==> config.mk <==
export PLATFORM = sky130hd
export DESIGN_NAME = ripple_count_monitor_flat
export DESIGN_NICKNAME = d
export VERILOG_FILES = /design/src/rtl/ripple_count_monitor_pkg.sv /design/src/rtl/ripple_count_monitor_if.sv /design/src/rtl/ripple_count_monitor_sync_stable_filter.sv /design/src/rtl/ripple_count_monitor.sv /design/src/flat_wrapper.sv
export SDC_FILE = /design/constraint.sdc
export NUM_CORES = 1
export LEC_CHECK = 0
export ABC_AREA = 1
export BUFFER_PORTS_ARGS = -buffer_cell sky130_fd_sc_hd__buf_2
export CORE_MARGIN = 4
export CORE_UTILIZATION = 27
export DETAILED_ROUTE_END_ITERATION = 8
export SLEW_MARGIN = 5
export SYNTH_ARGS = -nofsm -noshare
export SYNTH_HDL_FRONTEND = slang
export SYNTH_SLANG_ARGS = --single-unit
export TNS_END_PERCENT = 50
==> constraint.sdc <==
create_clock -name i_clk -period 1.7 [get_ports i_clk]
set_clock_uncertainty 0.1 [all_clocks]
set_input_delay 0.425 -clock i_clk [delete_from_list [all_inputs] [get_ports i_clk]]
set_output_delay 0.425 -clock i_clk [all_outputs]
set_load 0.01 [all_outputs]
==> src/rtl/ripple_count_monitor_pkg.sv <==
// Shared FSM encodings, transition classes and tally helpers for ripple_count_monitor.
// The RIPPLE_MON_MISS_CNT_EN build uses MISS_W and sat_add_miss for the skipped-count tally.
package ripple_count_monitor_pkg;

  localparam logic [1:0] S_INIT  = 2'd0;
  localparam logic [1:0] S_TRACK = 2'd1;
  localparam logic [1:0] S_ERR   = 2'd2;

  localparam int MISS_W = 8;

  typedef enum logic [2:0] {
    T_NONE,
    T_STEP,
    T_RESTART,
    T_SKIP,
    T_BACK
  } trans_t;

  function automatic logic [MISS_W-1:0] sat_add_miss(input logic [MISS_W-1:0] a,
                                                    input logic [MISS_W-1:0] b);
    logic [MISS_W:0] sum;
    sum = {1'b0, a} + {1'b0, b};
    return sum[MISS_W] ? {MISS_W{1'b1}} : sum[MISS_W-1:0];
  endfunction

endpackage

==> src/rtl/ripple_count_monitor_if.sv <==
// Bus between the ripple counter domain / system logic and ripple_count_monitor.
// miss_cnt exists only when RIPPLE_MON_MISS_CNT_EN is defined.
interface ripple_count_monitor_if #(
  parameter int CNT_W  = 4,
  parameter int WRAP_W = 8
);
  import ripple_count_monitor_pkg::*;

  logic [CNT_W-1:0]  cnt_in;
  logic              err_clr;
  logic              cnt_valid;
  logic [CNT_W-1:0]  cnt_out;
  logic              step;
  logic              wrap;
  logic              restart;
  logic [WRAP_W-1:0] wrap_cnt;
  logic              seq_err;
  logic [1:0]        state;
`ifdef RIPPLE_MON_MISS_CNT_EN
  logic [MISS_W-1:0] miss_cnt;
`endif

  modport master (
    output cnt_in, err_clr,
    input  cnt_valid, cnt_out, step, wrap, restart, wrap_cnt, seq_err, state
`ifdef RIPPLE_MON_MISS_CNT_EN
    , input miss_cnt
`endif
  );

  modport slave (
    input  cnt_in, err_clr,
    output cnt_valid, cnt_out, step, wrap, restart, wrap_cnt, seq_err, state
`ifdef RIPPLE_MON_MISS_CNT_EN
    , output miss_cnt
`endif
  );

endinterface

==> src/rtl/ripple_count_monitor_sync_stable_filter.sv <==
// Two-flop synchroniser plus stability filter for a multi-bit ripple count.
// Bits of a ripple count resolve at different times, so only a value held STABLE_N edges is trusted.
module sync_stable_filter #(
  parameter int CNT_W    = 4,
  parameter int STABLE_N = 2
) (
  input  logic             i_clk,
  input  logic             i_clr,
  input  logic [CNT_W-1:0] i_cnt,
  input  logic             i_rearm,
  output logic             o_settled,
  output logic [CNT_W-1:0] o_value
);

  localparam int LEFT_W = (STABLE_N > 1) ? $clog2(STABLE_N) : 1;
  localparam logic [LEFT_W-1:0] LEFT_LOAD = LEFT_W'(STABLE_N - 1);

  logic [CNT_W-1:0]  r_s1;
  logic [CNT_W-1:0]  r_s2;
  logic [LEFT_W-1:0] r_left;
  logic              r_armed;
  logic              w_moving;

  // s2 is about to take a new value at the coming edge
  assign w_moving = (r_s1 != r_s2);

  always_ff @(posedge i_clk) begin
    if (i_clr) begin
      r_s1    <= '0;
      r_s2    <= '0;
      r_left  <= LEFT_LOAD;
      r_armed <= 1'b1;
    end else begin
      r_s1 <= i_cnt;
      r_s2 <= r_s1;
      if (w_moving || i_rearm) begin
        r_left  <= LEFT_LOAD;
        r_armed <= 1'b1;
      end else if (r_armed) begin
        if (r_left == '0) begin
          r_armed <= 1'b0;
        end else begin
          r_left <= r_left - LEFT_W'(1);
        end
      end
    end
  end

  // One pulse per settle event: armed drops on the edge that consumes it
  assign o_settled = r_armed && !w_moving && (r_left == '0);
  assign o_value   = r_s2;

endmodule

==> src/rtl/ripple_count_monitor.sv <==
// Settled-count tracker for an asynchronous ripple up-counter: step/wrap/restart pulses, wrap tally,
// sticky sequence error. Optional skipped-count tally under RIPPLE_MON_MISS_CNT_EN.
module ripple_count_monitor
  import ripple_count_monitor_pkg::*;
#(
  parameter int CNT_W    = 4,
  parameter int STABLE_N = 2,
  parameter int WRAP_W   = 8
) (
  input  logic                   i_clk,
  input  logic                   i_clr,
  ripple_count_monitor_if.slave  bus
);

  localparam logic [CNT_W-1:0] CNT_MAX = {CNT_W{1'b1}};

  logic              w_settled;
  logic [CNT_W-1:0]  w_value;
  logic [CNT_W-1:0]  w_next;
  logic              w_rearm;
  trans_t            w_trans;

  logic [1:0]        r_state;
  logic              r_cnt_valid;
  logic [CNT_W-1:0]  r_cnt_out;
  logic              r_step;
  logic              r_wrap;
  logic              r_restart;
  logic [WRAP_W-1:0] r_wrap_cnt;
  logic              r_seq_err;
`ifdef RIPPLE_MON_MISS_CNT_EN
  logic [MISS_W-1:0] r_miss_cnt;
  logic [CNT_W-1:0]  w_gap;
  assign w_gap = w_value - r_cnt_out - CNT_W'(1);
`endif

  // Leaving S_ERR (or an illegal state) must re-acquire even if the count never moves again
  assign w_rearm = ((r_state == S_ERR) && bus.err_clr) ||
                   ((r_state != S_INIT) && (r_state != S_TRACK) && (r_state != S_ERR));

  sync_stable_filter #(
    .CNT_W    (CNT_W),
    .STABLE_N (STABLE_N)
  ) u_filter (
    .i_clk     (i_clk),
    .i_clr     (i_clr),
    .i_cnt     (bus.cnt_in),
    .i_rearm   (w_rearm),
    .o_settled (w_settled),
    .o_value   (w_value)
  );

  assign w_next = r_cnt_out + CNT_W'(1);

  always_comb begin
    w_trans = T_NONE;
    if (w_settled && (w_value != r_cnt_out)) begin
      if (w_value == w_next) begin
        w_trans = T_STEP;
      end else if (w_value == '0) begin
        w_trans = T_RESTART;
      end else if (w_value > r_cnt_out) begin
        w_trans = T_SKIP;
      end else begin
        w_trans = T_BACK;
      end
    end
  end

  always_ff @(posedge i_clk) begin
    if (i_clr) begin
      r_state     <= S_INIT;
      r_cnt_valid <= 1'b0;
      r_cnt_out   <= '0;
      r_step      <= 1'b0;
      r_wrap      <= 1'b0;
      r_restart   <= 1'b0;
      r_wrap_cnt  <= '0;
      r_seq_err   <= 1'b0;
`ifdef RIPPLE_MON_MISS_CNT_EN
      r_miss_cnt  <= '0;
`endif
    end else begin
      r_step    <= 1'b0;
      r_wrap    <= 1'b0;
      r_restart <= 1'b0;
      case (r_state)
        S_INIT: begin
          if (w_settled) begin
            r_cnt_out   <= w_value;
            r_cnt_valid <= 1'b1;
            r_state     <= S_TRACK;
          end
        end
        S_TRACK: begin
          case (w_trans)
            T_STEP: begin
              r_cnt_out <= w_value;
              r_step    <= 1'b1;
              if (r_cnt_out == CNT_MAX) begin
                r_wrap <= 1'b1;
                if (r_wrap_cnt != {WRAP_W{1'b1}}) begin
                  r_wrap_cnt <= r_wrap_cnt + WRAP_W'(1);
                end
              end
            end
            T_RESTART: begin
              r_cnt_out <= '0;
              r_restart <= 1'b1;
            end
            T_SKIP, T_BACK: begin
              r_cnt_out <= w_value;
              r_seq_err <= 1'b1;
              r_state   <= S_ERR;
`ifdef RIPPLE_MON_MISS_CNT_EN
              if (w_trans == T_SKIP) begin
                r_miss_cnt <= sat_add_miss(r_miss_cnt, MISS_W'(w_gap));
              end
`endif
            end
            default: ;
          endcase
        end
        S_ERR: begin
          if (bus.err_clr) begin
            r_state     <= S_INIT;
            r_cnt_valid <= 1'b0;
            r_seq_err   <= 1'b0;
`ifdef RIPPLE_MON_MISS_CNT_EN
            r_miss_cnt  <= '0;
`endif
          end else if (w_settled) begin
            r_cnt_out <= w_value;
          end
        end
        default: begin
          r_state     <= S_INIT;
          r_cnt_valid <= 1'b0;
        end
      endcase
    end
  end

  assign bus.cnt_valid = r_cnt_valid;
  assign bus.cnt_out   = r_cnt_out;
  assign bus.step      = r_step;
  assign bus.wrap      = r_wrap;
  assign bus.restart   = r_restart;
  assign bus.wrap_cnt  = r_wrap_cnt;
  assign bus.seq_err   = r_seq_err;
  assign bus.state     = r_state;
`ifdef RIPPLE_MON_MISS_CNT_EN
  assign bus.miss_cnt  = r_miss_cnt;
`endif

endmodule
==> src/flat_wrapper.sv <==
// flat-port wrapper written by rule: the top's interface ports become plain ports
module ripple_count_monitor_flat import ripple_count_monitor_pkg::*;
#(
  parameter int CNT_W    = 4,
  parameter int STABLE_N = 2,
  parameter int WRAP_W   = 8
)
  (i_clk, i_clr, bus_cnt_in, bus_err_clr, bus_cnt_valid, bus_cnt_out, bus_step, bus_wrap, bus_restart, bus_wrap_cnt, bus_seq_err, bus_state);
  ripple_count_monitor_if #(.CNT_W(CNT_W), .WRAP_W(WRAP_W)) bus_i ();
  input  logic i_clk;
  input  logic i_clr;
  input wire logic [$bits(bus_i.cnt_in)-1:0] bus_cnt_in;
  input wire logic [$bits(bus_i.err_clr)-1:0] bus_err_clr;
  output wire logic [$bits(bus_i.cnt_valid)-1:0] bus_cnt_valid;
  output wire logic [$bits(bus_i.cnt_out)-1:0] bus_cnt_out;
  output wire logic [$bits(bus_i.step)-1:0] bus_step;
  output wire logic [$bits(bus_i.wrap)-1:0] bus_wrap;
  output wire logic [$bits(bus_i.restart)-1:0] bus_restart;
  output wire logic [$bits(bus_i.wrap_cnt)-1:0] bus_wrap_cnt;
  output wire logic [$bits(bus_i.seq_err)-1:0] bus_seq_err;
  output wire logic [$bits(bus_i.state)-1:0] bus_state;
  assign bus_i.cnt_in = bus_cnt_in;
  assign bus_i.err_clr = bus_err_clr;
  assign bus_cnt_valid = bus_i.cnt_valid;
  assign bus_cnt_out = bus_i.cnt_out;
  assign bus_step = bus_i.step;
  assign bus_wrap = bus_i.wrap;
  assign bus_restart = bus_i.restart;
  assign bus_wrap_cnt = bus_i.wrap_cnt;
  assign bus_seq_err = bus_i.seq_err;
  assign bus_state = bus_i.state;
  ripple_count_monitor #(.CNT_W(CNT_W), .STABLE_N(STABLE_N), .WRAP_W(WRAP_W)) u_core (.i_clk(i_clk), .i_clr(i_clr), .bus(bus_i));
endmodule
# Word level (Yosys, flattened, before mapping)
# Cells that the tools add are included.
[word_totals]
ff_bits = 29
inputBits = 7
out_inout_bits = 19
word_cells = 84
[classes]
n_addsub = 3
magnitude_cmp = 1
n_eq_ne = 18
mux = 23
n_bitwise = 3
n_reduce_logical = 24
[ops]
columns = ["cell", "n"]
rows = [
  ["3-bit 2-to-1 mux", 4],
  ["4-bit case mux with 3 select lines", 1],
  ["3-bit AND reduction", 4],
  ["1-bit 2-to-1 mux", 9],
  ["8-bit by 1-bit adder with 8-bit output, second input constant", 1],
  ["4-bit 2-to-1 mux", 2],
  ["2-bit inequality test, second input constant", 4],
  ["4-bit inequality test", 2],
  ["8-bit inequality test, second input constant", 1],
  ["4-bit case mux with 2 select lines", 1],
  ["3-bit by 2-bit equality test with 1-bit output, second input constant", 2],
  ["1-bit logical AND", 6],
  ["2-bit 2-to-1 mux", 3],
  ["2-bit case mux with 3 select lines", 1],
  ["2-bit OR reduction", 3],
  ["3-bit OR reduction", 2],
  ["4-bit by 1-bit adder with 4-bit output, second input constant", 1],
  ["4-bit equality test", 1],
  ["4-bit equality test, second input constant", 1],
  ["4-bit greater-than comparator", 1],
  ["4-bit zero test", 1],
  ["2-bit by 1-bit inequality test with 1-bit output, second input constant", 2],
  ["4-bit AND reduction", 1],
  ["2-bit nonzero test", 2],
  ["13 further kinds", 16],
]

# Depth between registers and ports, before layout
# Gate-level depths: netlist of the first run.
[depth]
word_depth = 10
depth_mapped = 11
depth_no_buf = 11

# Hierarchy
# A second synthesis of the first run with hierarchy kept.
[hier_totals]
hier_cells = 206
hier_area_um2 = 1478.9
[modules_own_cells]
columns = ["module", "n_inst", "cells_per_inst", "area_per_inst_um2", "seq_area_each_um2"]
rows = [
  ["ripple_count_monitor", 1, 152, 1099.8, 380.4],
  ["sync_stable_filter", 1, 54, 379.1, 200.2],
]

# Worst setup path before layout of the first run
# No wires, ideal clock.
[synth_path]
kind = "reg-to-reg"
start = "register u_core.r_cnt_out[0] (netlist: u_core.bus.cnt_out[0])"
end = "register u_core.r_wrap_cnt[7] (netlist: u_core.bus.wrap_cnt[7])"
setup_ns = 0.132
t_arrival_ns = 1.525
required_time_ns = 1.468
path_slack_ns = -0.057
stages_incl_launch_ff = 9
path_buffers = 0
synth_period_minus_slack_ns = 1.757
path_cell_list = "dfxtp_1 > ha_1 > xor2_1 > nor2_1 > nand3_4 > nor2_8 > nand3_4 > nand2_1 > a21oi_1"
[synth_via]
elab_chain_cells = 7
elab_cells_between_ends = 12
classes_between = "add/sub (1); order compare (1); eq/ne (4); mux (4); reduce/logical (2)"
[synth_rtl]
columns = ["item", "line", "text"]
rows = [
  ["start: declaration", "ripple_count_monitor.sv:25", "logic [CNT_W-1:0] r_cnt_out;"],
  ["start signal: assignment", "ripple_count_monitor.sv:90", "r_cnt_out <= w_value;"],
  ["start signal: assignment", "ripple_count_monitor.sv:98", "r_cnt_out <= w_value;"],
  ["start signal: assignment", "ripple_count_monitor.sv:112", "r_cnt_out <= w_value;"],
  ["4-bit greater-than comparator", "ripple_count_monitor.sv:62", "end else if (w_value > r_cnt_out) begin"],
  ["3-bit 2-to-1 mux", "ripple_count_monitor.sv:62", ""],
  ["3-bit 2-to-1 mux", "ripple_count_monitor.sv:60", "end else if (w_value == '0) begin"],
  ["3-bit 2-to-1 mux", "ripple_count_monitor.sv:58", "if (w_value == w_next) begin"],
  ["3-bit 2-to-1 mux", "ripple_count_monitor.sv:57", "if (w_settled && (w_value != r_cnt_out)) begin"],
  ["3-bit by 1-bit equality test with 1-bit output", "ripple_count_monitor.sv:96", "case (w_trans)"],
  ["4-bit AND reduction (no source line) (*)", "--", ""],
  ["end signal: assignment", "ripple_count_monitor.sv:103", "r_wrap_cnt <= r_wrap_cnt + WRAP_W'(1);"],
  ["end: declaration", "ripple_count_monitor.sv:29", "logic [WRAP_W-1:0] r_wrap_cnt;"],
]
# Every way passes the cells marked *; elsewhere a longest branch is shown, timed or not.
# A chain may end at the register's enable or synchronous reset.

# Final worst setup path of the first run
[layout_path]
start = "register u_core.r_cnt_out[1] (netlist: u_core.bus.cnt_out[1])"
end = "register u_core.r_wrap_cnt[1] (netlist: u_core.bus.wrap_cnt[1])"
# Same word-level chain as after synthesis.

==> impl_metrics.toml, run 1 <==
[run_status]
status = "complete, no violations"

[sta]
slew_violations = 0
rsz0062_at_grt = "true"
slew_headroom_pct = 80.4
max_slew.worst_pin.slew_ns = 0.293
max_freq_mhz = 604
post-route-period-util_pct = 97.4
finalSetupViolCount = 0
hold_viol = 0
fin_crit_ns = 1.66

[pwr]
ir_drop_mv = 0.297
power.switching_w = 0.000327
power.internal_w = 0.00104
power.share.combinational_pct = 10.1
switching_share_pct = 24.0
clock_power_share_pct = 38.5
power.share.sequential_pct = 51.4
p_leak_nw = 0.948
power_density_mw_per_mm2 = 670

[detailed_routing]
vias_per_cell = 4.35
drc = 0
wl_per_cell_um = 10.7
via_count = 1374
ant_nets = 0
drtIter0Drc = 51
first_pass_iters = 4
drt_wl_total_um = 3370

[floorplan]
boundaryPins = 26
die_area_sq_mm = 0.00678
dieHeight_um = 82.4
start_util_pct = 28.5
core_sq_mm = 0.00524
num_rows = 26
die_x_um = 82.4

[place]
dp_hpwl_um = 2550
io_buffers = 25
gp_congestion = 0.821
dp_cells = 306

[critical_path]
ff2ff_path_depth = 8
cp_slowest_stage_delay_ns = 0.36
crit_start = "u_core.bus.cnt_out[1]$_SDFFE_PP0P_"
crit_buf_inv = 0
endpoint_kind = "flip-flop"
cp_slowest_cell = "dfxtp_4"
r2r-end = "u_core.bus.wrap_cnt[1]$_SDFFE_PP0P_"
critPathTopFamily = "simple AND/OR/NAND/NOR gates"
arrival_ns = 1.73
cp-endpoint = "u_core.bus.wrap_cnt[1]$_SDFFE_PP0P_"
critPathKind = "reg -> reg"
path_cells = "ha_4 -> xor2_2 -> nor2_2 -> nand3_4 -> nor2_8 -> nand3_4 -> nand2_2 -> a21oi_2"
r2r_setup_slack_ns = 0.04
crit_required_ns = 1.77
cp.depth = 8
rr_startpoint = "u_core.bus.cnt_out[1]$_SDFFE_PP0P_"
path_common_cell = "nand3_4"
crit_fanout = 8
cp-start-kind = "flip-flop"

[final_layout]
layout.nets = 258
diodes = 0
syn_to_final_growth_pct = 36.5
final_core_util_pct = 38.9
layout-drive-gt1-share_pct = 39.0
stdcell_count = 316
fillers = 549

[grt]
grt_pass1_vias = 1303
track_usage_pct = 10.8
grt_overflow = 0
grt_max_degree = 13
grt_first_pass_wirelength_um = 5680
antenna_found_initial = 0

[yosys]
synth-seq-area-share_pct = 38.9
avgSynthCellArea_sq_um = 7.50
synth_nets = 212
synth.area.top_cells = "dfxtp_1 39%, nand2_1 12%, inv_1 7.0%, a21oi_1 5.0%, ha_1 5.0%"
synth_area_sq_mm = 0.00149
yosys.area.top_type_share_pct = 38.9
ys_ff_latch = 29
yosys.area.top_type = "dfxtp_1"
netlist_instances = 199
synthDistinctLibCells = 29
synth_warnings = 0

[clocking]
cts-buffers-inserted = 5
cts.path.max_buffers = 2
cts_tree = "yes"
root_buffer = "clkbuf_8"
h-tree-depth = 2
clock-sinks = 29
hold_buffers = 0
clk_latency_ns = 0.28
path_clk_slew_ns = 0.06

[job]
maxCapViolCount = 0

[min_path]
hold_class = "in -> reg"
## per-layer routing
metal  vias up  track usage, %  part of all wire, %  wire length [um]
met3         4            3.04                  4.4               149
met2        27            16.7                   46              1560
met1       616            14.3                   48              1610
met4         0            3.99                  1.6                55
met5         -               0                    0                 0
li1        727               -                    -                 -
## per-stage QoR
stage	TNS, ns	area [sq um]	setup slack [ns]	hold slack (ns)	total power, W
final	0	2040	0.0440	0.246	0.00137
after global routing	-0.252	2040	-0.0411	0.262	0.00144
after CTS	0	1910	0.0192	0.240	0.00138
after detailed placement	-0.216	1810	-0.0343	0.342	0.000836
after global placement	-0.0682	1810	-0.0428	0.322	0.000836
after floorplan	0	1500	0.00165	0.311	0.000795
## worst min-delay path by stage
stage | startpoint | endpoint | slack [ns] | cells past startpoint
detailed placement | u_core.u_filter.r_s1[2]$_SDFF_PP0_ | u_core.u_filter.o_value[2]$_SDFF_PP0_ | 0.34 | 2
global placement | u_core.u_filter.r_armed$_SDFF_PP1_ | u_core.u_filter.r_left$_SDFFE_PP1P_ | 0.32 | 1
floorplan | u_core.u_filter.r_armed$_SDFF_PP1_ | u_core.u_filter.r_left$_SDFFE_PP1P_ | 0.31 | 1
global route | bus_cnt_in[1] | u_core.u_filter.r_s1[1]$_SDFF_PP0_ | 0.26 | 3
CTS | bus_cnt_in[1] | u_core.u_filter.r_s1[1]$_SDFF_PP0_ | 0.24 | 3
finish | bus_cnt_in[3] | u_core.u_filter.r_s1[3]$_SDFF_PP0_ | 0.25 | 3
## sequential cells by signal, indices dropped and copies added, names as in the netlist
name                     flops
u_core.u_filter.r_left       1
u_core.bus.restart           1
u_core.bus.cnt_valid         1
u_core.u_filter.o_value      4
u_core.u_filter.r_armed      1
u_core.bus.state             2
u_core.u_filter.r_s1         4
u_core.bus.wrap_cnt          8
u_core.bus.cnt_out           4
u_core.bus.wrap              1
u_core.bus.step              1
u_core.bus.seq_err           1
## tightest hold or removal path: stages
cell	delay, ns
buf_2	0.07
inv_1	0.03
nor2_1	0.06
## logic make-up (layout without fill, tap and decap cells)
logic type / count (synthesis) / in the layout / share of synthesized area, %
xor gates and xnor gates: 6 / 6 / 3.52
AOI/OAI and AO/OA: 22 / 22 / 8.13
DFF: 29 / 29 / 38.9
and+or+nand+nor: 99 / 99 / 34.9
buffers and inverters: 37 / 84 / 9.56
adders and majority gates: 6 / 6 / 5.03
## cell type report
| type | instances | area, sq um | share of cell area [%] |
|---|---|---|---|
| clock buffer | 8 | 80.1 | 3.93 |
| inverter | 34 | 128 | 6.26 |
| multi-input combinational | 133 | 885 | 43.4 |
| sequential | 29 | 594 | 29.2 |
| tap | 70 | 87.6 | 4.30 |
| timing repair buffer | 42 | 264 | 13.0 |
## power by group through the flow
stage	registers (W)	clock network, W	logic (W)
after CTS	0.000702	0.000551	0.000123
final	0.000701	0.000526	0.000138
after detailed placement	0.000716	0	0.000120
after global routing	0.000703	0.000583	0.000155
after global placement	0.000716	0	0.000120
after floorplan	0.000718	0	0.0000768
## cells in the final DEF (no fill, tap or decap), types with 5 or more instances in the layout
master / count
dfxtp_1: 22
inv_1: 25
inv_2: 9
dfxtp_2: 5
nand2_1: 37
nand4_1: 9
nand3_1: 8
buf_2: 25
buf_4: 14
nor2_1: 15
nand2_2: 14
clkbuf_8: 5
a21oi_1: 13
## Yosys cell counts, drive strengths merged
| library cell | count |
|---|---|
| a21oi | 16 |
| and3 | 1 |
| buf | 1 |
| clkbuf | 2 |
| dfxtp | 29 |
| ha | 6 |
| inv | 34 |
| nand2 | 51 |
| nand3 | 12 |
| nand3b | 1 |
| nand4 | 10 |
| nor2 | 19 |
| nor3 | 5 |
| o21ai | 3 |
| o22ai | 1 |
| o31ai | 1 |
| o41ai | 1 |
| xnor2 | 2 |
| xor2 | 4 |
## what timing repair did
item,CTS,global route
setup endpoints to repair,9,15
pin swaps,4,16
buffers inserted,0,2
resized for setup,4,29
endpoints found under the hold margin,0,0
(Power assumes the default switching activity.)
==> inputs of run 2 (changes only) <==
--- a/config.mk
+++ b/config.mk
@@ -8,5 +8,4 @@
 export ABC_AREA = 1
 export BUFFER_PORTS_ARGS = -buffer_cell sky130_fd_sc_hd__buf_2
-export CORE_MARGIN = 4
 export CORE_UTILIZATION = 27
 export DETAILED_ROUTE_END_ITERATION = 8
==> constraint.sdc (replaced) <==
create_clock -name i_clk -period 1.7 [get_ports i_clk]
set_clock_uncertainty 0.1 [all_clocks]
set_input_delay 0.34 -clock i_clk [delete_from_list [all_inputs] [get_ports i_clk]]
set_output_delay 0.34 -clock i_clk [all_outputs]
set_load 0.01 [all_outputs]
==> impl_metrics.toml, run 2 (synthesis results as in run 1) <==
[clocking]
h-tree-depth = 2
clock-sinks = 29
path_clk_slew_ns = 0.06
cts.path.max_buffers = 2
clk_latency_ns = 0.28
root_buffer = "clkbuf_8"
cts-buffers-inserted = 5
cts_tree = "yes"
hold_buffers = 0

[sta]
max_slew.worst_pin.slew_ns = 0.294
finalSetupViolCount = 0
post-route-period-util_pct = 97.7
rsz0062_at_grt = "true"
max_freq_mhz = 602
hold_viol = 0
slew_violations = 0
fin_tns_setup_ns = 0
fin_crit_ns = 1.66
slew_headroom_pct = 80.4

[final_layout]
diodes = 0
largest_register_ffs = 8
finish.instance_area_sq_mm = 0.00213
layout.nets = 261
final_common_cell = "nand2_1"
layout-drive-gt1-share_pct = 42.6
syn_to_final_growth_pct = 42.9
stdcell_count = 319
final_cell_mix = "36 x nand2_1, 25 x inv_1, 25 x buf_2, 21 x dfxtp_1"

[detailed_routing]
first_pass_iters = 4
vias_per_cell = 4.42
wl_per_cell_um = 10.5
drt_wl_total_um = 3360
drc = 0
ant_nets = 0
via_count = 1409
drtIter0Drc = 45

[pwr]
power.switching_w = 0.000345
ir_drop_mv = 0.221
clock_power_share_pct = 46.2
p_leak_nw = 0.993
power.share.sequential_pct = 44.6
power_density_mw_per_mm2 = 738
power.share.combinational_pct = 9.2
power.internal_w = 0.00123
switching_share_pct = 21.9

[grt]
antenna_found_initial = 0
grt_pass1_vias = 1190
grt_overflow = 0
track_usage_pct = 12.1
grt_first_pass_wirelength_um = 5550
grt_max_degree = 17

[floorplan]
die_x_um = 76.4
dieHeight_um = 76.4
core_sq_mm = 0.00520
die_area_sq_mm = 0.00583
boundaryPins = 26
num_rows = 26
start_util_pct = 28.7

[critical_path]
crit_fanout = 8
crit_start = "u_core.u_filter.o_value[0]$_SDFF_PP0_"
path_common_cell = "nand3_4"
critPathTopFamily = "simple AND/OR/NAND/NOR gates"
endpoint_kind = "flip-flop"
cp-start-kind = "flip-flop"
cp_slowest_stage_delay_ns = 0.33
path_cells = "inv_2 -> buf_12 -> ha_4 -> nor2_2 -> nand3_4 -> nor2_8 -> nand3_4 -> nand2_2 -> a21oi_2"
rr_startpoint = "u_core.u_filter.o_value[0]$_SDFF_PP0_"
critPathKind = "reg -> reg"
crit_required_ns = 1.77
cp_slowest_cell = "dfxtp_2"
arrival_ns = 1.73
crit_buf_inv = 2

[place]
gp_congestion = 0.823
placed_area_sq_mm = 0.00182
dp_cells = 307
io_buffers = 25
dp_hpwl_um = 2430

[min_path]
worstHoldStart = "bus_cnt_in[3]"
hold_class = "in -> reg"

[job]
maxCapViolCount = 0

[run_status]
status = "complete, no violations"
-- run 2: final timing paths --
path / end / cells after the start / slack, ns
worst max-delay path: u_core.bus.wrap_cnt[0]$_SDFFE_PP0P_ / 9 / 0.04
worst min-delay path: u_core.u_filter.r_s1[3]$_SDFF_PP0_ / 3 / 0.16
worst max register to register: u_core.bus.wrap_cnt[0]$_SDFFE_PP0P_ / 9 / 0.04
worst min register to register: u_core.u_filter.o_value[2]$_SDFF_PP0_ / 2 / 0.34
-- run 2: repair_timing --
item / in CTS / in global routing
setup buffers: 0 / 4
resized for setup: 3 / 36
pin swaps: 8 / 12
endpoints found under the setup margin: 9 / 15
-- run 2: per-layer routing --
layer,up-vias,wire length (um),track usage [%],part of all wire [%]
li1,732,-,-,-
met1,645,1690,16.2,50
met2,27,1490,17.7,44
met3,5,124,3.59,3.7
met4,0,50,5.77,1.5
met5,-,0,0,0
-- run 2: power by group through the flow --
| stage | clock (W) | sequential (W) | combinational (W) |
|---|---|---|---|
| 6_report | 0.000728 | 0.000702 | 0.000145 |
| 5_1_grt | 0.000797 | 0.000703 | 0.000161 |
| 4_1_cts | 0.000754 | 0.000700 | 0.000120 |
| 3_5_place_dp | 0 | 0.000717 | 0.000118 |
| 3_3_place_gp | 0 | 0.000716 | 0.000118 |
| 2_1_floorplan | 0 | 0.000718 | 0.0000768 |
-- run 2: final cells by class --
type	instances	area [sq um]
fillers	550	3070
multi-input cells	133	903
flip-flops and latches	29	596
repair buffers	45	303
inverters	34	128
well taps	70	87.6
clock buffers	7	86.3
clock inverters	1	30.0
-- run 2: worst reg2reg max path, delay by kind of cell, from the launching register on --
| kind | cells | cell delay [ns] |
|---|---|---|
| and+or+nand+nor | 5 | 0.68 |
| DFF | 1 | 0.33 |
| adders and majority gates | 1 | 0.22 |
| buffers and inverters | 2 | 0.17 |
| AOI/OAI and AO/OA | 1 | 0.05 |
-- run 2: metrics by stage --
step                hold slack (ns)  power [W]  util [%]  setup slack, ns
global placement              0.318   0.000834      34.9          -0.0315
floorplan                     0.311   0.000795         -          0.00165
CTS                           0.157    0.00157      37.5          -0.0151
detailed placement            0.342   0.000835      34.9          -0.0576
global route                  0.161    0.00166      41.0          -0.0831
finish                        0.159    0.00157      41.0           0.0392
